### src/rtl/kl_pkg.sv
// Shared types and constants for the instruction issue queue.
package kl_pkg;

  localparam int unsigned XLEN     = 32;
  localparam int unsigned IQ_DEPTH = 8;

  localparam logic [XLEN-1:0] NOP_INSTR = 32'h0000_0000;

  typedef struct packed {
    logic [XLEN-1:0] pc;
    logic [XLEN-1:0] instr;
  } iq_entry_t;

  // Smaller of two small slot counts.
  function automatic logic [1:0] min2(input logic [1:0] a, input logic [1:0] b);
    return (a < b) ? a : b;
  endfunction

endpackage

### src/rtl/issue_queue_if.sv
// Fetch-side push, decode-side issue and status signals of the issue queue.
interface issue_queue_if #(
  parameter int unsigned XLEN  = 32,
  parameter int unsigned CNT_W = 4
);

  logic [1:0]       fetch_valid_in;
  logic [XLEN-1:0]  fetch_pc_in;
  logic [XLEN-1:0]  fetch_instr0_in;
  logic [XLEN-1:0]  fetch_instr1_in;
  logic             fetch_ready_out;

  logic             iss0_valid_out;
  logic             iss1_valid_out;
  logic [XLEN-1:0]  iss0_instr_out;
  logic [XLEN-1:0]  iss1_instr_out;
  logic [XLEN-1:0]  iss0_pc_out;
  logic [XLEN-1:0]  iss1_pc_out;

  logic [1:0]       iss_take_in;
  logic             flush_in;

  logic [CNT_W-1:0] count_out;
  logic [15:0]      stall_cnt_out;

  // Fetch/decode side: drives pushes, takes and flush.
  modport master (
    output fetch_valid_in, fetch_pc_in, fetch_instr0_in, fetch_instr1_in,
    output iss_take_in, flush_in,
    input  fetch_ready_out,
    input  iss0_valid_out, iss1_valid_out, iss0_instr_out, iss1_instr_out,
    input  iss0_pc_out, iss1_pc_out, count_out, stall_cnt_out
  );

  // Queue side.
  modport slave (
    input  fetch_valid_in, fetch_pc_in, fetch_instr0_in, fetch_instr1_in,
    input  iss_take_in, flush_in,
    output fetch_ready_out,
    output iss0_valid_out, iss1_valid_out, iss0_instr_out, iss1_instr_out,
    output iss0_pc_out, iss1_pc_out, count_out, stall_cnt_out
  );

endinterface

### src/rtl/kl_sat_cnt.sv
// Saturating up-counter with enable and synchronous clear.
module kl_sat_cnt #(
  parameter int unsigned WIDTH = 16
) (
  input  logic             clk,
  input  logic             rst_n,
  input  logic             en,
  input  logic             clr,
  output logic [WIDTH-1:0] cnt_q
);

  // Count up on enable, hold at all-ones.
  always_ff @(posedge clk or negedge rst_n) begin
    if (!rst_n) begin
      cnt_q <= '0;
    end else if (clr) begin
      cnt_q <= '0;
    end else if (en && (cnt_q != {WIDTH{1'b1}})) begin
      cnt_q <= cnt_q + WIDTH'(1);
    end
  end

endmodule

### src/rtl/issue_queue.sv
// Two-wide in-order instruction issue queue: circular buffer between fetch and decode.
module issue_queue #(
  parameter int unsigned DEPTH = kl_pkg::IQ_DEPTH,
  parameter int unsigned XLEN  = kl_pkg::XLEN
) (
  input logic          clk,
  input logic          rst_n,
  issue_queue_if.slave iq
);

  import kl_pkg::iq_entry_t;
  import kl_pkg::NOP_INSTR;
  import kl_pkg::min2;

  localparam int unsigned PW = $clog2(DEPTH);
  localparam int unsigned CW = PW + 1;
  localparam int unsigned EW = kl_pkg::XLEN;

  logic [PW-1:0] head_q, head_d;
  logic [PW-1:0] tail_q, tail_d;
  logic [CW-1:0] count_q, count_d;
  iq_entry_t     mem_q [DEPTH];

  logic          ready_c;
  logic          push_en;
  logic          push_two;
  logic [1:0]    push_n;
  logic [1:0]    avail;
  logic [1:0]    take_eff;
  iq_entry_t     ent0, ent1;

  // Push acceptance, take clamping and next pointer/occupancy.
  always_comb begin
    ready_c  = 1'b0;
    push_en  = 1'b0;
    push_two = 1'b0;
    push_n   = 2'd0;
    avail    = 2'd0;
    take_eff = 2'd0;
    head_d   = head_q;
    tail_d   = tail_q;
    count_d  = count_q;

    // Ready looks only at registered occupancy so room freed by takes is not credited.
    ready_c  = rst_n && (count_q <= CW'(DEPTH - 2)) && !iq.flush_in;
    push_en  = ready_c && iq.fetch_valid_in[0];
    push_two = push_en && iq.fetch_valid_in[1];
    push_n   = push_two ? 2'd2 : (push_en ? 2'd1 : 2'd0);

    avail    = (count_q >= CW'(2)) ? 2'd2 : 2'(count_q);
    take_eff = min2(iq.iss_take_in, avail);

    if (iq.flush_in) begin
      head_d  = '0;
      tail_d  = '0;
      count_d = '0;
    end else begin
      head_d  = head_q + PW'(take_eff);
      tail_d  = tail_q + PW'(push_n);
      count_d = count_q + CW'(push_n) - CW'(take_eff);
    end
  end

  // Pointer and occupancy registers.
  always_ff @(posedge clk or negedge rst_n) begin
    if (!rst_n) begin
      head_q  <= '0;
      tail_q  <= '0;
      count_q <= '0;
    end else begin
      head_q  <= head_d;
      tail_q  <= tail_d;
      count_q <= count_d;
    end
  end

  // Entries pushed this cycle; slot1 carries the next sequential PC.
  always_comb begin
    ent0.pc    = EW'(iq.fetch_pc_in);
    ent0.instr = EW'(iq.fetch_instr0_in);
    ent1.pc    = EW'(iq.fetch_pc_in + XLEN'(4));
    ent1.instr = EW'(iq.fetch_instr1_in);
  end

  // Entry storage, deliberately not reset.
  always_ff @(posedge clk) begin
    if (push_en) begin
      mem_q[tail_q] <= ent0;
    end
    if (push_two) begin
      mem_q[tail_q + PW'(1)] <= ent1;
    end
  end

  // Issue ports read straight from storage; invalid slots show a NOP at PC 0.
  always_comb begin
    iq.iss0_valid_out = (count_q >= CW'(1));
    iq.iss1_valid_out = (count_q >= CW'(2));
    iq.iss0_instr_out = XLEN'(NOP_INSTR);
    iq.iss0_pc_out    = '0;
    iq.iss1_instr_out = XLEN'(NOP_INSTR);
    iq.iss1_pc_out    = '0;
    if (iq.iss0_valid_out) begin
      iq.iss0_instr_out = XLEN'(mem_q[head_q].instr);
      iq.iss0_pc_out    = XLEN'(mem_q[head_q].pc);
    end
    if (iq.iss1_valid_out) begin
      iq.iss1_instr_out = XLEN'(mem_q[head_q + PW'(1)].instr);
      iq.iss1_pc_out    = XLEN'(mem_q[head_q + PW'(1)].pc);
    end
  end

  assign iq.fetch_ready_out = ready_c;
  assign iq.count_out       = count_q;

  // Cycles where decode is starved by an empty queue.
  kl_sat_cnt #(.WIDTH(16)) u_stall_cnt (
    .clk   (clk),
    .rst_n (rst_n),
    .en    ((count_q == '0) && !iq.flush_in),
    .clr   (1'b0),
    .cnt_q (iq.stall_cnt_out)
  );

endmodule

### src/flat_wrapper.sv
// flat-port wrapper written by rule: the top's interface ports become plain ports
module issue_queue_flat import kl_pkg::iq_entry_t; import kl_pkg::NOP_INSTR; import kl_pkg::min2; import kl_pkg::*;
#(
  parameter int unsigned DEPTH = kl_pkg::IQ_DEPTH,
  parameter int unsigned XLEN  = kl_pkg::XLEN
)
  (clk, rst_n, iq_fetch_valid_in, iq_fetch_pc_in, iq_fetch_instr0_in, iq_fetch_instr1_in, iq_iss_take_in, iq_flush_in, iq_fetch_ready_out, iq_iss0_valid_out, iq_iss1_valid_out, iq_iss0_instr_out, iq_iss1_instr_out, iq_iss0_pc_out, iq_iss1_pc_out, iq_count_out, iq_stall_cnt_out);
  issue_queue_if #(.XLEN(XLEN), .CNT_W(4)) iq_i ();
  input logic clk;
  input logic rst_n;
  input wire logic [$bits(iq_i.fetch_valid_in)-1:0] iq_fetch_valid_in;
  input wire logic [$bits(iq_i.fetch_pc_in)-1:0] iq_fetch_pc_in;
  input wire logic [$bits(iq_i.fetch_instr0_in)-1:0] iq_fetch_instr0_in;
  input wire logic [$bits(iq_i.fetch_instr1_in)-1:0] iq_fetch_instr1_in;
  input wire logic [$bits(iq_i.iss_take_in)-1:0] iq_iss_take_in;
  input wire logic [$bits(iq_i.flush_in)-1:0] iq_flush_in;
  output wire logic [$bits(iq_i.fetch_ready_out)-1:0] iq_fetch_ready_out;
  output wire logic [$bits(iq_i.iss0_valid_out)-1:0] iq_iss0_valid_out;
  output wire logic [$bits(iq_i.iss1_valid_out)-1:0] iq_iss1_valid_out;
  output wire logic [$bits(iq_i.iss0_instr_out)-1:0] iq_iss0_instr_out;
  output wire logic [$bits(iq_i.iss1_instr_out)-1:0] iq_iss1_instr_out;
  output wire logic [$bits(iq_i.iss0_pc_out)-1:0] iq_iss0_pc_out;
  output wire logic [$bits(iq_i.iss1_pc_out)-1:0] iq_iss1_pc_out;
  output wire logic [$bits(iq_i.count_out)-1:0] iq_count_out;
  output wire logic [$bits(iq_i.stall_cnt_out)-1:0] iq_stall_cnt_out;
  assign iq_i.fetch_valid_in = iq_fetch_valid_in;
  assign iq_i.fetch_pc_in = iq_fetch_pc_in;
  assign iq_i.fetch_instr0_in = iq_fetch_instr0_in;
  assign iq_i.fetch_instr1_in = iq_fetch_instr1_in;
  assign iq_i.iss_take_in = iq_iss_take_in;
  assign iq_i.flush_in = iq_flush_in;
  assign iq_fetch_ready_out = iq_i.fetch_ready_out;
  assign iq_iss0_valid_out = iq_i.iss0_valid_out;
  assign iq_iss1_valid_out = iq_i.iss1_valid_out;
  assign iq_iss0_instr_out = iq_i.iss0_instr_out;
  assign iq_iss1_instr_out = iq_i.iss1_instr_out;
  assign iq_iss0_pc_out = iq_i.iss0_pc_out;
  assign iq_iss1_pc_out = iq_i.iss1_pc_out;
  assign iq_count_out = iq_i.count_out;
  assign iq_stall_cnt_out = iq_i.stall_cnt_out;
  issue_queue #(.DEPTH(DEPTH), .XLEN(XLEN)) u_core (.clk(clk), .rst_n(rst_n), .iq(iq_i));
endmodule
### config.mk
export PLATFORM = sky130hd
export DESIGN_NAME = issue_queue_flat
export DESIGN_NICKNAME = d
export VERILOG_FILES = /design/src/rtl/kl_pkg.sv /design/src/rtl/issue_queue_if.sv /design/src/rtl/kl_sat_cnt.sv /design/src/rtl/issue_queue.sv /design/src/flat_wrapper.sv
export SDC_FILE = /design/constraint.sdc
export NUM_CORES = 1
export LEC_CHECK = 0
export ABC_CLOCK_PERIOD_IN_PS = 7480
export CELL_PAD_IN_SITES_DETAIL_PLACEMENT = 1
export CELL_PAD_IN_SITES_GLOBAL_PLACEMENT = 1
export CORE_MARGIN = 2
export CORE_UTILIZATION = 25
export DETAILED_ROUTE_END_ITERATION = 10
export HOLD_SLACK_MARGIN = 0.08
export PLACE_DENSITY = 0.56
export REMOVE_ABC_BUFFERS = 1
export SLEW_MARGIN = 10
export SYNTH_ARGS = -nofsm -noshare
export SYNTH_HDL_FRONTEND = slang
export SYNTH_HIERARCHICAL = 1
export SYNTH_SLANG_ARGS = --single-unit
### constraint.sdc
create_clock -name clk -period 7.48 [get_ports clk]
set_input_delay 0.748 -clock clk [delete_from_list [all_inputs] [get_ports clk]]
set_output_delay 0.748 -clock clk [all_outputs]
set_load 0.005 [all_outputs]
==> flow_summary.ini, run 1 <==
[power]
clkPwrFrac_pct = 26.3
power_switching_mw = 4.25
p_sw_share_pct = 34.9
ir_drop_mv = 0.252
p_leak_nw = 11.7
powerDensity_nw_per_um2 = 312
p_int_mw = 7.92
sequentialPowerShare_pct = 28.4
p_comb_share_pct = 45.3

[worst_setup_path]
crit_required_ns = 6.73
setup.worst_path.end = iq_iss1_instr_out[15]
worstPathMaxFanout = 58
cp-end-kind = output port
r2r_end = u_core/u_stall_cnt/cnt_q[3]$_DFFE_PN0P_
r2r-start = u_core/iq.count_out[2]$_DFF_PN0_
startpoint = u_core/head_q[0]$_DFF_PN0_
crit_arrival_ns = 4.54
reg2reg_slack_ns = 3.38
cp-start-kind = register
r2r_cells = 11
crit_type = reg2out

[die]
fp.dieArea_um2 = 133000
num_io_pins = 254
rows = 132
initial_utilization_pct = 25.1
dieHeight_um = 365
fp.coreArea_um2 = 129000
die_width_um = 365

[sta]
post-route-period-util_pct = 70.7
fin_tns_setup_ns = 0
slew_headroom_pct = 20.0
fin_ws_ns = 2.19
rsz0062_at_grt = false
clock_skew_ns = 0.0250
setup_violations = 0
finalHoldViolCount = 0
max_slew.worst_pin.slew_ns = 1.20
slew_violations = 0
fmax_ghz = 0.189
fin_crit_ns = 5.29

[placement]
dp_cells = 4127
port_buffers = 253
dp_hpwl_um = 70400
place_congestion = 0.758
place_worst_setup_slack_ns = 2.79

[flow_run]
maxCapViolCount = 0

[synthesis]
synth-seq-cells = 538
yosysWarnings = 6
syn_area_um2 = 32500
yosys_most_used_dff = edfxtp_1
avgSynthCellArea_um2 = 14.1
synth_edf_count = 512
synth.distinct_cells = 59
async_reset_ff_share_pct = 4.83
ys_seq_area_share_pct = 49.3
synth_cells = 2308

[cts]
clkLatencyLatePin_ns = 0.63
numCtsBuffers = 66
cts_resized = 0
clk_pin_slew_ns = 0.05
cts_tree = yes
cts_sinks = 538
htreeDepth = 3
cts_hold_repair.buffers = 0
cts_setup_buffers = 0
cts_max_path_buffers = 3
clock-root-buffer = clkbuf_16

[detailed_routing]
routed_wl_um = 118000
ant_nets = 0
drt_iter0_markers = 1440
vias_per_cell = 5.11
drcViolationCount = 0
drtPass1Iterations = 5
wl_per_cell_um = 27.8
vias = 21700

[global_routing]
grt_max_degree = 129
antenna_found_initial = 16
grt_pass1_vias = 23728
grt_pass1_wl_um = 169000
grt_use_total_pct = 17.5
overflow = 0

[min_path]
hold_path_class = in2async

[finish]
area_growth_pct = 20.0
finalNetCount = 2574
drive_gt1_share_pct = 28.1
instances_no_fill = 4246

[run_status]
outcome = complete, no violations
[cell type report]
| class | instances | area [um2] |
|---|---|---|
| Sequential cell | 538 | 16000 |
| Timing Repair Buffer | 297 | 2940 |
| Tap cell | 1742 | 2180 |
| Fill cell | 13627 | 90300 |
| Clock inverter | 32 | 333 |
| Inverter | 17 | 63.8 |
| Clock buffer | 83 | 1780 |
| Multi-Input combinational cell | 1533 | 15600 |
| Antenna cell | 4 | 10.0 |
[worst max-delay path, cell delays in order, from the launching register on]
cell and delay, ns:
dfrtp_4 0.64, buf_4 0.85, buf_4 0.88, mux4_2 0.36, nand2_1 0.06, a21oi_1 0.39, clkdlybuf4s50_1 0.58
[placed cells by master, fill, tap and decap left out, types with 3 or more instances in the layout]
cell type,instances
edfxtp_1,512
mux2_2,258
mux4_2,256
clkdlybuf4s50_1,253
xnor2_1,207
nand2_1,144
nand3_1,132
nand4_1,89
nor2_1,81
a21oi_1,77
clkbuf_16,69
mux2i_1,64
buf_4,38
nor4_1,35
xor2_1,29
dfrtp_1,23
nor3_1,22
clkinv_1,15
inv_1,15
clkbuf_1,14
ha_1,13
and3_1,11
mux2_1,10
nor2b_1,10
nor2_4,9
or4_1,8
clkinv_2,7
nor4_2,7
o31ai_1,7
bufinv_16,6
buf_12,6
diode_2,4
or3_1,4
nand2_4,4
fa_1,4
nand2_2,3
nand3b_1,3
dfrtp_4,3
o21ai_1,3
[kinds of logic (layout without fill, tap and decap cells)]
kind of cell	Yosys count	in the layout	share of synthesized area [%]
simple gates	585	585	9.31
compound gates	100	100	1.71
other cells	1	6	0.0115
xor+xnor	240	240	6.52
mux	588	588	29.0
buf+inv	238	429	3.34
fa+ha+maj	18	18	0.786
flops	538	538	49.3
[metal layers]
layer / track usage (%) / vias to the layer above / share of wire (%)
li1: - / 9335 / -
met1: 21.6 / 11575 / 41
met2: 31.0 / 575 / 51
met3: 3.22 / 193 / 5.4
met4: 5.31 / 22 / 2.6
met5: 0 / - / 0.12
[per-stage QoR]
| step | utilization, % | total power [mW] | instance area [um2] | hold slack [ns] |
|---|---|---|---|---|
| global route | 30.1 | 12.8 | 39000 | 0.484 |
| global placement | 28.5 | 9.10 | 36900 | 0.585 |
| detailed placement | 28.5 | 9.15 | 36900 | 0.605 |
| floorplan | - | 7.13 | 31500 | 0.452 |
| finish | 30.1 | 12.2 | 39000 | 0.476 |
| CTS | 30.1 | 12.4 | 39000 | 0.456 |
[registers in the layout (all words and copies together), names as in the netlist]
register,cells
u_core/u_stall_cnt/cnt_q,16
u_core/head_q,3
u_core/tail_q,3
u_core/mem_q,512
u_core/iq.count_out,4
[cell usage after synthesis, types with 2 or more instances]
library cell / instances / area (um2)
edfxtp_1: 512 / 15400
mux2_2: 258 / 2910
mux4_2: 256 / 5770
xnor2_1: 208 / 1820
nand2_1: 148 / 556
nand3_1: 132 / 661
clkbuf_1: 110 / 413
nand4_1: 89 / 557
nor2_1: 82 / 308
a21oi_1: 77 / 385
buf_2: 73 / 365
mux2i_1: 64 / 641
nor4_1: 38 / 238
xor2_1: 30 / 263
dfrtp_1: 26 / 651
nor3_1: 22 / 110
buf_1: 18 / 67.6
inv_1: 15 / 56.3
ha_1: 14 / 175
and3_1: 13 / 81.3
buf_4: 13 / 97.6
nor2b_1: 11 / 68.8
mux2_1: 10 / 113
o31ai_1: 9 / 67.6
nor2_2: 8 / 50.1
or4_1: 8 / 60.1
buf_6: 7 / 78.8
fa_1: 4 / 80.1
nor4_2: 4 / 50.1
or3_1: 4 / 25.0
nand2_2: 3 / 18.8
nand3b_1: 3 / 22.5
o21ai_0: 3 / 15.0
o21ai_1: 3 / 15.0
and3b_1: 2 / 17.5
and4_1: 2 / 17.5
and4_2: 2 / 20.0
inv_2: 2 / 7.51
nand4_4: 2 / 42.5
o22ai_1: 2 / 12.5
o32ai_1: 2 / 17.5
or4_2: 2 / 17.5
[worst min path at each step]
stage | end | slack, ns | depth (start not counted)
4_1_cts | u_core/head_q[1]$_DFF_PN0_ | 0.46 | 1
6_report | u_core/head_q[0]$_DFF_PN0_ | 0.48 | 1
2_1_floorplan | u_core/head_q[0]$_DFF_PN0_ | 0.45 | 0
5_1_grt | u_core/head_q[0]$_DFF_PN0_ | 0.48 | 1
3_5_place_dp | u_core/u_stall_cnt/cnt_q[14]$_DFFE_PN0P_ | 0.60 | 2
3_3_place_gp | u_core/u_stall_cnt/cnt_q[14]$_DFFE_PN0P_ | 0.58 | 2
[power groups by stage]
stage | registers [mW] | clock network [mW] | logic [mW]
finish | 3.46 | 3.20 | 5.51
global route | 3.47 | 3.39 | 5.94
global placement | 3.52 | 0 | 5.58
floorplan | 3.81 | 0 | 3.32
CTS | 3.46 | 3.30 | 5.65
detailed placement | 3.52 | 0 | 5.62
Note: power is estimated with default switching activity, not from simulation.
==> run 2, diff against run 1 <==
- ABC_CLOCK_PERIOD_IN_PS: 7480 -> 4900
- clock period: 7.48 -> 4.9 ns (I/O delays scaled with it)
==> run 2 against run 1 <==
  * Critical path depth stayed put
  * Largest power group unchanged
  * Critical endpoint is now iq_iss1_pc_out[18]
  * Sequential power grew 54%
  * Worst setup slack worse by 1.6 ns
  * Highest routed layer unchanged
  * Critical path type unchanged
==> flow_summary.ini, run 2 (synthesis gave the netlist of run 1 again) <==
[die]
fp.dieArea_um2 = 133000
initial_utilization_pct = 25.1
num_io_pins = 254
rows = 132
die_width_um = 365
dieHeight_um = 365
fp.coreArea_um2 = 129000

[power]
p_comb_share_pct = 45.5
powerDensity_nw_per_um2 = 476
p_sw_share_pct = 35.4
sequentialPowerShare_pct = 28.6
total_power_mw = 18.7
p_int_mw = 12.1
ir_drop_mv = 0.458
power_switching_mw = 6.61
clkPwrFrac_pct = 25.9
p_leak_nw = 11.8

[placement]
dp_cells = 4145
dp_hpwl_um = 71100
place_congestion = 0.740
dpl_cell_area_um2 = 37100
port_buffers = 253

[cts]
clkLatencyLatePin_ns = 0.61
cts_max_path_buffers = 3
cts_resized = 0
numCtsBuffers = 66
cts_hold_repair.buffers = 0
cts_setup_buffers = 0
cts_tree = yes
htreeDepth = 3
clock-root-buffer = clkbuf_16
cts_sinks = 538
clk_pin_slew_ns = 0.06

[sta]
clock_skew_ns = 0.0240
finalHoldViolCount = 0
post-route-period-util_pct = 88.8
max_slew.worst_pin.slew_ns = 1.24
fin_tns_setup_ns = 0
fin_crit_ns = 4.35
slew_violations = 0
slew_headroom_pct = 16.7
setup_violations = 0
rsz0062_at_grt = false
fmax_ghz = 0.230

[worst_setup_path]
slowest_delay_ns = 0.84
crit_slowest_cell = dfrtp_4
crit_required_ns = 4.41
crit_arrival_ns = 3.86
worstPathMaxFanout = 28
cp-start-kind = register
crit_type = reg2out
path_cells = ha_4, xor2_4, buf_4, nand2_1, a21oi_1, clkdlybuf4s50_1
path_buf_inv = 2
cp_top_family = buffers and inverters
cp-end-kind = output port

[global_routing]
grt_use_total_pct = 17.4
grt_pass1_vias = 23660
grt_pass1_wl_um = 168000
antenna_found_initial = 21
overflow = 0
grt_max_degree = 125

[detailed_routing]
wl_met1_um = 48500
drcViolationCount = 0
vias = 21896
wl_met3_um = 7010
wl_per_cell_um = 27.4
drt_iter0_markers = 1439
top_layer_used = met5
routed_wl_um = 117000
wl_met2_um = 58200
ant_nets = 0
drtPass1Iterations = 5
vias_per_cell = 5.13

[run_status]
outcome = complete, no violations

[finish]
largest-register = u_core/mem_q
largest_reg_flops = 512
final_cell_mix = 512 x edfxtp_1, 258 x mux2_2, 256 x mux4_2, 253 x clkdlybuf4s50_1, 207 x xnor2_1
drive_gt1_share_pct = 28.8
finalNetCount = 2592
instances_no_fill = 4268
area_growth_pct = 20.7
final_common_cell = edfxtp_1
fillers = 13650
final_util_pct = 30.3
final_area_um2 = 39200

[flow_run]
maxCapViolCount = 0

[min_path]
hold_path_class = in2async
==> run 2: path summary, 6_finish.rpt <==
path                                                           from                                       end  slack [ns]  cells past startpoint
max                                      u_core/head_q[1]$_DFF_PN0_                        iq_iss1_pc_out[18]        0.55                      6
min                                                           rst_n                u_core/head_q[1]$_DFF_PN0_        0.26                      1
max reg2reg                        u_core/iq.count_out[2]$_DFF_PN0_          u_core/iq.count_out[2]$_DFF_PN0_        1.42                     15
min reg2reg                u_core/u_stall_cnt/cnt_q[14]$_DFFE_PN0P_  u_core/u_stall_cnt/cnt_q[14]$_DFFE_PN0P_        0.62                      2
max in group asynchronous                                     rst_n  u_core/u_stall_cnt/cnt_q[10]$_DFFE_PN0P_        3.90                      2
min in group clk           u_core/u_stall_cnt/cnt_q[14]$_DFFE_PN0P_  u_core/u_stall_cnt/cnt_q[14]$_DFFE_PN0P_        0.62                      2
==> run 2: area by class of cell <==
cell class,count,area (um2),area share (%)
Antenna cell,5,12.5,0.0319
Clock buffer,82,1740,4.44
Clock inverter,36,347,0.883
Inverter,17,63.8,0.163
Multi-Input combinational cell,1533,15600,39.9
Sequential cell,538,16000,40.9
Tap cell,1742,2180,5.56
Timing Repair Buffer,315,3210,8.18
==> run 2: power by group through the flow <==
stage | Clock (mW) | Sequential [mW] | Combinational [mW]
after floorplan | 0 | 5.73 | 4.38
after global placement | 0 | 5.44 | 8.62
after detailed placement | 0 | 5.45 | 8.68
after CTS | 4.97 | 5.35 | 8.73
after global routing | 5.12 | 5.37 | 9.15
final | 4.84 | 5.34 | 8.50
==> run 2: stage by stage <==
| stage | hold slack, ns | setup slack (ns) |
|---|---|---|
| floorplan | 0.194 | -7.07 |
| global placement | 0.580 | 0.884 |
| detailed placement | 0.601 | 0.689 |
| CTS | 0.240 | 0.390 |
| global route | 0.273 | 0.355 |
| finish | 0.263 | 0.547 |
==> run 2: metal layers <==
layer / global-route usage (%) / vias up
li1: - / 9372
met1: 22.0 / 11665
met2: 30.1 / 655
met3: 3.23 / 176
met4: 5.25 / 28
met5: 0 / -
==> run 3, diff against run 2 <==
--- a/config.mk
+++ b/config.mk
@@ -13,5 +13,5 @@
 export DETAILED_ROUTE_END_ITERATION = 10
 export HOLD_SLACK_MARGIN = 0.08
-export PLACE_DENSITY = 0.56
+export PLACE_DENSITY = 0.57
 export REMOVE_ABC_BUFFERS = 1
 export SLEW_MARGIN = 10
==> constraint.sdc (replaced) <==
create_clock -name clk -period 4.9 [get_ports clk]
set_input_delay 0.98 -clock clk [delete_from_list [all_inputs] [get_ports clk]]
set_output_delay 0.98 -clock clk [all_outputs]
set_load 0.005 [all_outputs]
==> run 3 against run 2 <==
  * Fmax down 6.3%
  * Worst setup slack got worse by 0.29 ns
  * Global-route usage up 0.053 points
  * Non-clock buffer count rose by 27
  * Final area is 1.2% higher
  * Register-to-register slack improved by 0.16 ns
  * Flip-flop and latch count stayed put
  * Clock skew shrank 0.0076 ns
  * Core utilization is 0.36 points higher
  * Power is 2.1% higher
  * Critical endpoint is now iq_iss1_instr_out[31]
==> flow_summary.ini, run 3 (synthesis gave the netlist of run 1 again) <==
[placement]
dpl_cell_area_um2 = 37400
place_congestion = 0.755
place_worst_setup_slack_ns = 0.758
dp_hpwl_um = 73300
port_buffers = 253

[finish]
area_growth_pct = 22.2
largest_reg_flops = 512
fillers = 13595
drive_gt1_share_pct = 29.4
largest-register = u_core/mem_q
final_cell_mix = 512 x edfxtp_1, 258 x mux2_2, 256 x mux4_2, 253 x clkdlybuf4s50_1, 207 x xnor2_1
final_common_cell = edfxtp_1
finalNetCount = 2623
final_area_um2 = 39700

[worst_setup_path]
crit_type = reg2out
crit_required_ns = 3.92
slowest_delay_ns = 0.70
crit_arrival_ns = 3.66
worstPathMaxFanout = 120
cp_top_family = buffers and inverters
path_buf_inv = 2
cp-end-kind = output port
cp-start-kind = register
path_cells = buf_12, mux4_2, nand2_1, a21oi_1, clkdlybuf4s50_1
crit_slowest_cell = a21oi_1

[die]
dieHeight_um = 365
fp.dieArea_um2 = 133000
rows = 132
die_width_um = 365
initial_utilization_pct = 25.1
fp.coreArea_um2 = 129000
num_io_pins = 254

[sta]
fin_crit_ns = 4.64
slew_headroom_pct = 23.3
slew_violations = 0
fin_ws_ns = 0.255
setup_violations = 0
rsz0062_at_grt = false
post-route-period-util_pct = 94.8
finalHoldViolCount = 0
max_slew.worst_pin.slew_ns = 1.14
fmax_ghz = 0.215
clock_skew_ns = 0.0163

[cts]
numCtsBuffers = 70
cts_tree = yes
cts_setup_buffers = 0
clk_pin_slew_ns = 0.06
cts_hold_repair.buffers = 0
cts_max_path_buffers = 3
clkLatencyLatePin_ns = 0.63
htreeDepth = 3
clock-root-buffer = clkbuf_16
cts_resized = 0
cts_sinks = 538

[power]
p_comb_share_pct = 45.5
clkPwrFrac_pct = 27.0
sequentialPowerShare_pct = 27.5
power_switching_mw = 6.67
ir_drop_mv = 0.412
p_sw_share_pct = 35.0
powerDensity_nw_per_um2 = 480
p_leak_nw = 12.0
p_int_mw = 12.4

[min_path]
hold_path_class = reg2reg

[global_routing]
antenna_found_initial = 12
grt_max_degree = 134
grt_pass1_vias = 24039
grt_use_total_pct = 17.5
overflow = 0
grt_pass1_wl_um = 170000

[detailed_routing]
drcViolationCount = 0
vias_per_cell = 5.13
drt_iter0_markers = 1710
wl_per_cell_um = 27.3
routed_wl_um = 117000
drtPass1Iterations = 5
vias = 22070
ant_nets = 0

[run_status]
outcome = complete, no violations

[flow_run]
maxCapViolCount = 0
-- run 3: cell count changes in the layout (fill, tap and decap cells not counted), sizes merged --
| cell | before | now |
|---|---|---|
| buf | 62 | 89 |
| clkbuf | 82 | 92 |
| diode | 5 | 3 |
| bufinv | 5 | 6 |
| inv | 22 | 21 |
-- run 3: tightest hold or removal path: stages, from the launching register on --
cell	delay (ns)
dfrtp_1	0.41
o31ai_1	0.09
a21oi_1	0.06
-- run 3: metal layers --
layer,wire (um),vias up,global-route usage [%]
li1,-,9448,-
met1,48500,11777,22.0
met4,2750,14,5.15
met5,78,-,0
met2,59500,657,30.7
met3,6480,174,2.88
-- run 3: area by class of cell --
| cell class | instances | area [um2] | share of cell area, % |
|---|---|---|---|
| diodes | 3 | 7.51 | 0.0189 |
| clock buffers | 92 | 1930 | 4.86 |
| multi-input cells | 1533 | 15600 | 39.4 |
| flip-flops and latches | 538 | 16000 | 40.4 |
| clock inverters | 36 | 330 | 0.832 |
| well taps | 1742 | 2180 | 5.49 |
| repair buffers | 342 | 3510 | 8.85 |
| inverters | 17 | 63.8 | 0.161 |
-- run 3: through the flow --
| step | setup TNS (ns) | instances | hold slack [ns] | power, mW | utilization, % |
|---|---|---|---|---|---|
| 2_1_floorplan | -1777.03 | 2088 | 0.564 | 10.1 | - |
| 3_3_place_gp | 0 | 4172 | 0.573 | 14.1 | 28.9 |
| 3_5_place_dp | 0 | 4172 | 0.599 | 14.2 | 28.9 |
| 4_1_cts | 0 | 4300 | 0.606 | 19.4 | 30.7 |
| 5_1_grt | 0 | 4301 | 0.648 | 20.0 | 30.7 |
| 6_report | 0 | 4303 | 0.606 | 19.1 | 30.7 |
-- run 3: worst paths after layout --
kind,start,to,slack [ns],cells past startpoint
setup / recovery,u_core/head_q[0]$_DFF_PN0_,iq_iss1_instr_out[31],0.26,5
hold / removal,u_core/u_stall_cnt/cnt_q[14]$_DFFE_PN0P_,u_core/u_stall_cnt/cnt_q[14]$_DFFE_PN0P_,0.61,2
setup reg to reg,u_core/tail_q[0]$_DFF_PN0_,u_core/mem_q[5][18]$_DFFE_PP_,1.58,6
hold reg to reg,u_core/u_stall_cnt/cnt_q[14]$_DFFE_PN0P_,u_core/u_stall_cnt/cnt_q[14]$_DFFE_PN0P_,0.61,2
max in group asynchronous,rst_n,u_core/u_stall_cnt/cnt_q[10]$_DFFE_PN0P_,3.53,2
min in group asynchronous,rst_n,u_core/head_q[0]$_DFF_PN0_,0.69,1
-- run 3: power groups by stage --
| stage | logic, mW | clock network (mW) | registers [mW] |
|---|---|---|---|
| 5_1_grt | 9.30 | 5.44 | 5.26 |
| 4_1_cts | 8.88 | 5.30 | 5.25 |
| 3_3_place_gp | 8.78 | 0 | 5.34 |
| 2_1_floorplan | 4.38 | 0 | 5.73 |
| 3_5_place_dp | 8.83 | 0 | 5.35 |
| 6_report | 8.67 | 5.15 | 5.25 |
